$ cat src/rtl/frame_tx_ctrl.sv
// frame_tx_ctrl
// Sequences one RIFFA TX channel to return a processed frame to the host.
// Frame geometry is latched on CONF_END, the length in 32-bit words is
// computed and range-checked, the CHNL_TX request/ACK handshake runs, and a
// first-word-fall-through pixel FIFO is drained onto CHNL_TX_DATA until the
// computed number of 64-bit beats has been accepted by the host.
//
// Ports
//   CLK                 in   single clock; CHNL_TX_CLK is a copy of it
//   RST                 in   synchronous active-high reset
//   WIDTH, HEIGHT       in   frame geometry in pixels (valid with CONF_END)
//   CONF_END            in   one-cycle pulse: geometry valid
//   FIFO_DATA           in   FWFT FIFO head, pixel n in [31:0], n+1 in [63:32]
//   FIFO_EMPTY          in   FIFO empty
//   FIFO_REN            out  FIFO pop
//   CHNL_TX_CLK         out  equals CLK
//   CHNL_TX             out  transaction request
//   CHNL_TX_ACK         in   host acknowledge
//   CHNL_TX_LAST        out  constant 1
//   CHNL_TX_LEN         out  transfer length in 32-bit words
//   CHNL_TX_OFF         out  constant 0
//   CHNL_TX_DATA        out  equals FIFO_DATA
//   CHNL_TX_DATA_VALID  out  beat valid
//   CHNL_TX_DATA_REN    in   host accepts beat
//   BUSY                out  high in every state except IDLE
//   FRAME_DONE          out  one-cycle pulse after the final beat
//   CONF_ERR            out  one-cycle pulse: geometry rejected / CONF_END dropped
//
// Only C_PCI_DATA_WIDTH = 64 is supported (two 32-bit pixels per beat).

module frame_tx_ctrl #(
  parameter int          C_PCI_DATA_WIDTH = 64,
  parameter logic [31:0] C_MAX_WORDS      = 32'h0080_0000
) (
  input  logic                        CLK,
  input  logic                        RST,
  input  logic [31:0]                 WIDTH,
  input  logic [31:0]                 HEIGHT,
  input  logic                        CONF_END,
  input  logic [C_PCI_DATA_WIDTH-1:0] FIFO_DATA,
  input  logic                        FIFO_EMPTY,
  output logic                        FIFO_REN,
  output logic                        CHNL_TX_CLK,
  output logic                        CHNL_TX,
  input  logic                        CHNL_TX_ACK,
  output logic                        CHNL_TX_LAST,
  output logic [31:0]                 CHNL_TX_LEN,
  output logic [30:0]                 CHNL_TX_OFF,
  output logic [C_PCI_DATA_WIDTH-1:0] CHNL_TX_DATA,
  output logic                        CHNL_TX_DATA_VALID,
  input  logic                        CHNL_TX_DATA_REN,
  output logic                        BUSY,
  output logic                        FRAME_DONE,
  output logic                        CONF_ERR
);

  typedef enum logic [2:0] {
    S_IDLE = 3'd0,
    S_CALC = 3'd1,
    S_REQ  = 3'd2,
    S_XFER = 3'd3,
    S_DONE = 3'd4
  } state_t;

  state_t      state_q, state_d;
  logic [31:0] width_q, width_d;
  logic [31:0] height_q, height_d;
  logic [31:0] len_q, len_d;
  logic [31:0] beats_q, beats_d;
  logic [31:0] count_q, count_d;
  logic        chnl_tx_q, chnl_tx_d;
  logic        busy_q, busy_d;
  logic        done_q, done_d;
  logic        err_q, err_d;

  logic [63:0] words_s;
  logic [63:0] words_rnd_s;
  logic        reject_s;
  logic        drop_s;
  logic        valid_s;
  logic        beat_s;
  logic        last_beat_s;

  // Full 64-bit product so that oversize geometry can never wrap into range.
  assign words_s     = {32'd0, width_q} * {32'd0, height_q};
  assign words_rnd_s = words_s + 64'd1;
  assign reject_s    = (words_s == 64'd0) || (words_s > {32'd0, C_MAX_WORDS});

  // CONF_END outside IDLE (including the DONE cycle) is dropped and flagged.
  assign drop_s      = CONF_END && (state_q != S_IDLE);

  // The FIFO is first-word-fall-through, so its head is offered directly and a
  // beat is consumed only when the host takes it.
  assign valid_s     = (state_q == S_XFER) && !FIFO_EMPTY;
  assign beat_s      = valid_s && CHNL_TX_DATA_REN;
  assign last_beat_s = (count_q == (beats_q - 32'd1));

  assign CHNL_TX_CLK        = CLK;
  assign CHNL_TX_LAST       = 1'b1;
  assign CHNL_TX_OFF        = 31'd0;
  assign CHNL_TX_DATA       = FIFO_DATA;
  assign CHNL_TX_DATA_VALID = valid_s;
  assign FIFO_REN           = beat_s;
  assign CHNL_TX            = chnl_tx_q;
  assign CHNL_TX_LEN        = len_q;
  assign BUSY               = busy_q;
  assign FRAME_DONE         = done_q;
  assign CONF_ERR           = err_q;

  // Next-state and datapath update for the transmit sequencer.
  always_comb begin
    state_d  = state_q;
    width_d  = width_q;
    height_d = height_q;
    len_d    = len_q;
    beats_d  = beats_q;
    count_d  = count_q;
    err_d    = drop_s;

    case (state_q)
      S_IDLE: begin
        if (CONF_END) begin
          width_d  = WIDTH;
          height_d = HEIGHT;
          state_d  = S_CALC;
        end else begin
          state_d  = S_IDLE;
        end
      end

      S_CALC: begin
        if (reject_s) begin
          err_d   = 1'b1;
          state_d = S_IDLE;
        end else begin
          len_d   = words_s[31:0];
          // ceil(words/2): an odd word count still needs a whole final beat.
          beats_d = words_rnd_s[32:1];
          state_d = S_REQ;
        end
      end

      S_REQ: begin
        if (CHNL_TX_ACK) begin
          state_d = S_XFER;
        end else begin
          state_d = S_REQ;
        end
      end

      S_XFER: begin
        if (beat_s && last_beat_s) begin
          count_d = 32'd0;
          state_d = S_DONE;
        end else if (beat_s) begin
          count_d = count_q + 32'd1;
        end else begin
          count_d = count_q;
        end
      end

      S_DONE: begin
        state_d = S_IDLE;
      end

      default: begin
        count_d = 32'd0;
        state_d = S_IDLE;
      end
    endcase

    // Status outputs are registered from the state being entered so that they
    // line up with the state register without a decode glitch.
    chnl_tx_d = (state_d == S_REQ) || (state_d == S_XFER);
    busy_d    = (state_d != S_IDLE);
    done_d    = (state_d == S_DONE);
  end

  // State and output registers with synchronous reset.
  always_ff @(posedge CLK) begin
    if (RST) begin
      state_q   <= S_IDLE;
      width_q   <= 32'd0;
      height_q  <= 32'd0;
      len_q     <= 32'd0;
      beats_q   <= 32'd0;
      count_q   <= 32'd0;
      chnl_tx_q <= 1'b0;
      busy_q    <= 1'b0;
      done_q    <= 1'b0;
      err_q     <= 1'b0;
    end else begin
      state_q   <= state_d;
      width_q   <= width_d;
      height_q  <= height_d;
      len_q     <= len_d;
      beats_q   <= beats_d;
      count_q   <= count_d;
      chnl_tx_q <= chnl_tx_d;
      busy_q    <= busy_d;
      done_q    <= done_d;
      err_q     <= err_d;
    end
  end

endmodule

$ cat config.mk
export PLATFORM = sky130hd
export DESIGN_NAME = frame_tx_ctrl
export DESIGN_NICKNAME = d
export VERILOG_FILES = /design/src/rtl/frame_tx_ctrl.sv
export SDC_FILE = /design/constraint.sdc
export NUM_CORES = 2
export LEC_CHECK = 0
export ABC_AREA = 1
export BUFFER_PORTS_ARGS = -buffer_cell sky130_fd_sc_hd__buf_2
export CORE_AREA = 2 2 339 341
export CTS_CLUSTER_DIAMETER = 80
export CTS_CLUSTER_SIZE = 24
export DETAILED_ROUTE_END_ITERATION = 10
export DIE_AREA = 0 0 341 343
export GPL_TIMING_DRIVEN = 0
export PLACE_DENSITY = 0.65
export SLEW_MARGIN = 0
export SYNTH_ARGS = -nofsm -noshare
export SYNTH_HDL_FRONTEND = slang
export SYNTH_SLANG_ARGS = --single-unit
$ cat constraint.sdc
create_clock -name CLK -period 20.4 [get_ports CLK]
set_input_delay 4.08 -clock CLK [delete_from_list [all_inputs] [get_ports CLK]]
set_output_delay 4.08 -clock CLK [all_outputs]
set_load 0.01 [all_outputs]
Yosys cells after proc, flatten, opt, wreduce, memory -nomap -nowiden
Index checks and enable logic that the tools add are counted.
Widths: inputs -> output; s select.
- multiply operators: 1
- eq/ne operators: 9
- bitwise logic cells: 2
- $lt $le $gt $ge: 1
- add/subtract/negate cells: 3
- multiplexer cells: 10
- reduce and logical (&&, ||, !) cells: 15
- operator list (cell ; count):
    $gt 64x24->1 const B ; 1
    $logic_not 64->1 ; 1
    $mul 32x32->64 ; 1
    $mux 32 ; 2
    $pmux 32 s2 ; 1
    $add 33x1->33 const B ; 1
    $add 32x1->32 const B ; 1
    $eq 32x32->1 ; 1
    $sub 32x1->32 const B ; 1
    $eq 3x2->1 const B ; 4
    $pmux 3 s4 ; 1
    $eq 3x3->1 const B ; 2
    $reduce_and 2->1 ; 3
    $reduce_bool 3->1 ; 2
    $logic_and 1x1->1 ; 4
    $mux 1 ; 4
    $reduce_or 4->1 ; 1
    $eq 3x1->1 const B ; 1
    $logic_not 3->1 ; 1
    $mux 3 ; 1
    $ne 3x2->1 const B ; 1
    $logic_or 1x1->1 ; 2
    $mux 2 ; 1
    $not 1->1 ; 2
    $logic_not 1->1 ; 1
- bits in registers: 167
- input port bits: 134
- logic and storage cells: 51
- output and inout port bits: 135

Longest topological paths before layout
- word-level depth: 8
- gate-level depth with buffers: 44
- mapped depth without buffers: 41

==> results.rst <==
.. list-table::
   :header-rows: 1

   * - Metric
     - Value
   * - Final worst setup slack
     - 5640 ps
   * - Fraction of final layout cells sized beyond drive strength 1
     - 5.48%
   * - Asr flop ratio synth
     - 0%
   * - DP Cell Count
     - between 7000 and 8000
   * - Dominant register cell in the synthesized netlist
     - dfxtp_1
   * - Antenna-violating nets left
     - 0
   * - Buffers inserted during post-CTS setup optimization
     - 0
   * - WP data arrival
     - 10680 ps
   * - Starting density of the core
     - 39.7%
   * - TNS Setup
     - 0 ps
   * - Filler instances
     - 11700
   * - Count of cell types in the netlist
     - a little over 40
   * - Routed vias/inst
     - 4.84
   * - Post-route standard cell area excluding fillers
     - just under 0.05 sq mm
   * - Post-synthesis cell count
     - 6275
   * - Data required time at the worst endpoint
     - 16320 ps
   * - Maximum number of pins on one net before global-route repair
     - 20
   * - Setup violators final
     - 0
   * - Quantity of hold-fixing buffers added after cts
     - 0
   * - Final hold vios
     - 0
   * - Clock slew at reported path FFs
     - approximately 80 ps
   * - Wire length of the first global-routing pass
     - between 200000 and 250000 um
   * - Vias
     - slightly below 40000
   * - Area Overhead vs Synth
     - 7.91%
   * - Sequential element share of the synthesized area
     - between 7 and 8%
   * - Placed Area
     - 0.0478 sq mm
   * - Residual DRC count
     - 0
   * - DRT iter0 DRCs
     - 3392
   * - Initial antenna violation count
     - 6
   * - Max-slew violation count
     - 0
   * - IO Count
     - 269
   * - Detailed Place HPWL
     - approximately 130000 um
   * - Overall die height
     - 343 um
   * - Count of instances resized after the clock tree is built
     - 0
   * - Die area
     - around 0.12 sq mm
   * - Relative slew margins
     - 9.60%
   * - Power per cell area
     - 83.3 mW/mm^2
   * - Launching element type of the critical path
     - clock port
   * - Hold Path Depth
     - 2
   * - IR Drop Worst-Case VDD
     - approximately 0.11 mV
   * - Path depth of the worst reg2reg path
     - 38
   * - Post-synth EDFFs
     - 0
   * - Final Net Count
     - between 7000 and 8000
   * - Endpoint class of the critical path
     - primary output
   * - Clock tree from TritonCTS
     - built
   * - HP Class
     - register to register
   * - Overall power consumption
     - 4.04 mW
   * - Count of TritonRoute iterations in the first routing pass
     - 6
   * - Chip width
     - 341 um
   * - Tightest Pin Transition
     - 1360 ps
   * - Setup Slack @ Placement
     - about 5900 ps
   * - Wire per inst
     - 18.9 um
   * - Critical Setup Path Class
     - clock port to primary output
   * - Flip-flop and latch count after synthesis
     - 167
   * - Total routed wirelength
     - 152000 um
   * - Total number of placement rows
     - 124
   * - Largest fanout on the critical path
     - 2
   * - Layout Cells excl Fill
     - 8026
   * - Global placement routability congestion
     - 1.01
   * - Count of input and output buffers
     - 172
   * - Aggregate global-route resource usage
     - 26.4%
   * - Yosys synthesis warning count
     - 0
   * - Unrepaired setup endpoints after global routing
     - false
   * - Hold WS
     - about 440 ps
   * - Status
     - completed
   * - Flop-to-flop setup slack
     - 10730 ps
   * - Via count of the first global-routing pass
     - 38500
   * - Clock tree skew after final layout
     - 48.5 ps
   * - Utilization after layout
     - 42.8%
   * - Max Cap Viol
     - 0
   * - Clock insertion delay at the later pin of the skew report
     - 690 ps
   * - Static Leakage
     - roughly 27 nW
   * - Mean instance size in the synthesized netlist
     - slightly above 7 sq um
   * - Synthesized area
     - about 0.045 sq mm
   * - Final global-route overflow total
     - 0
   * - Placeable Area
     - roughly 0.11 sq mm
placed cells by master (no fill, tap or decap), types with 3 or more instances in the layout:
cell       netlist  final
clkinv_8         0      4
a31oi_1          3      3
o21a_1           3      3
nor3b_1          3      3
o21ai_0         87     87
inv_1         1797   1797
buf_1            3      3
nor2_1         450    450
xnor2_1         36     36
o21bai_1        10     10
nand4_1         50     50
nor4_1           4      4
nor2_2          13     13
nand3_2          6      6
inv_6            0      4
ha_1           267    267
fa_1           896    896
clkbuf_16        0     20
nand2_1       1743   1743
clkbuf_1       285    283
conb_1           2     32
a21oi_1         75     75
nor3_1          38     38
buf_2           11    183
xor2_1          87     87
nand2_2          5      5
nand3b_1         8      8
nand3_1        104    104
buf_4           98     98
or2_2            6      6
dfxtp_1        167    167
inv_8            0      4
Yosys cell counts, types with 4 or more instances:
| cell type | count | area, sq um |
|---|---|---|
| nand3_1 | 104 | 521 |
| xor2_1 | 87 | 762 |
| or2_2 | 6 | 37.5 |
| xnor2_1 | 36 | 315 |
| o21bai_1 | 10 | 75.1 |
| o21ai_0 | 87 | 435 |
| nand4_1 | 50 | 313 |
| nand2_1 | 1743 | 6540 |
| buf_4 | 98 | 736 |
| nand3_2 | 6 | 60.1 |
| dfxtp_1 | 167 | 3340 |
| nor2_1 | 450 | 1690 |
| buf_2 | 11 | 55.1 |
| clkbuf_1 | 285 | 1070 |
| nor4_1 | 4 | 25.0 |
| ha_1 | 267 | 3340 |
| nand2_2 | 5 | 31.3 |
| fa_1 | 896 | 17900 |
| inv_1 | 1797 | 6750 |
| nand3b_1 | 8 | 60.1 |
| a21oi_1 | 75 | 375 |
| nor2_2 | 13 | 81.3 |
| nor3_1 | 38 | 190 |
power by group:
part	total (mW)	internal [mW]	switching, mW
Sequential	0.339	0.336	0.00236
Combinational	3.30	1.11	2.18
Clock	0.405	0.198	0.207
area by class of cell:
class,instances,area [sq um],share of cell area (%)
Antenna cell,2,5.00,0.0103
Buffer,399,1900,3.91
Clock buffer,22,519,1.07
Clock inverter,14,170,0.351
Inverter,1800,6760,13.9
Multi-Input combinational cell,3939,33100,68.2
Sequential cell,167,3340,6.89
Tap cell,1512,1890,3.90
Timing Repair Buffer,171,856,1.76
routing by layer:
layer  GRT usage, %  vias to the layer above  routed length [um]
met5              0                        -                  42
met4           14.2                        6                9370
met3           6.53                      425               14700
li1               -                    17900                   -
met2           42.2                     1718               68900
met1           32.9                    18800               58900
path summary, 6_finish.rpt:
kind	startpoint	to
worst max-delay path	CLK	CHNL_TX_CLK
worst min-delay path	CHNL_TX_LEN[28]	CHNL_TX_LEN[28]
worst max register to register	height_q[10]	CHNL_TX_LEN[19]
worst min register to register	CHNL_TX_LEN[28]	CHNL_TX_LEN[28]
sequential cells by signal (all words and copies together) (netlist names):
register / flops
CONF_ERR: 1
height_q: 32
width_q: 32
state_q: 3
FRAME_DONE: 1
BUSY: 1
count_q: 32
beats_q: 32
CHNL_TX: 1
CHNL_TX_LEN: 32
kinds of logic (layout without fill, tap and decap cells):
group,Yosys count,count (layout),synth area share [%]
flops,167,167,7.43
other cells,2,34,0.0167
compound gates,182,182,2.13
xor+xnor,125,125,2.47
fa+ha+maj,1163,1163,47.3
buf+inv,2199,2406,19.2
simple gates,2437,2437,21.4
critical path: stages:
cell and delay (ps):
clkbuf_16 120, clkbuf_16 130, buf_4 110, buf_2 120
Note: power is estimated with default switching activity, not from simulation.
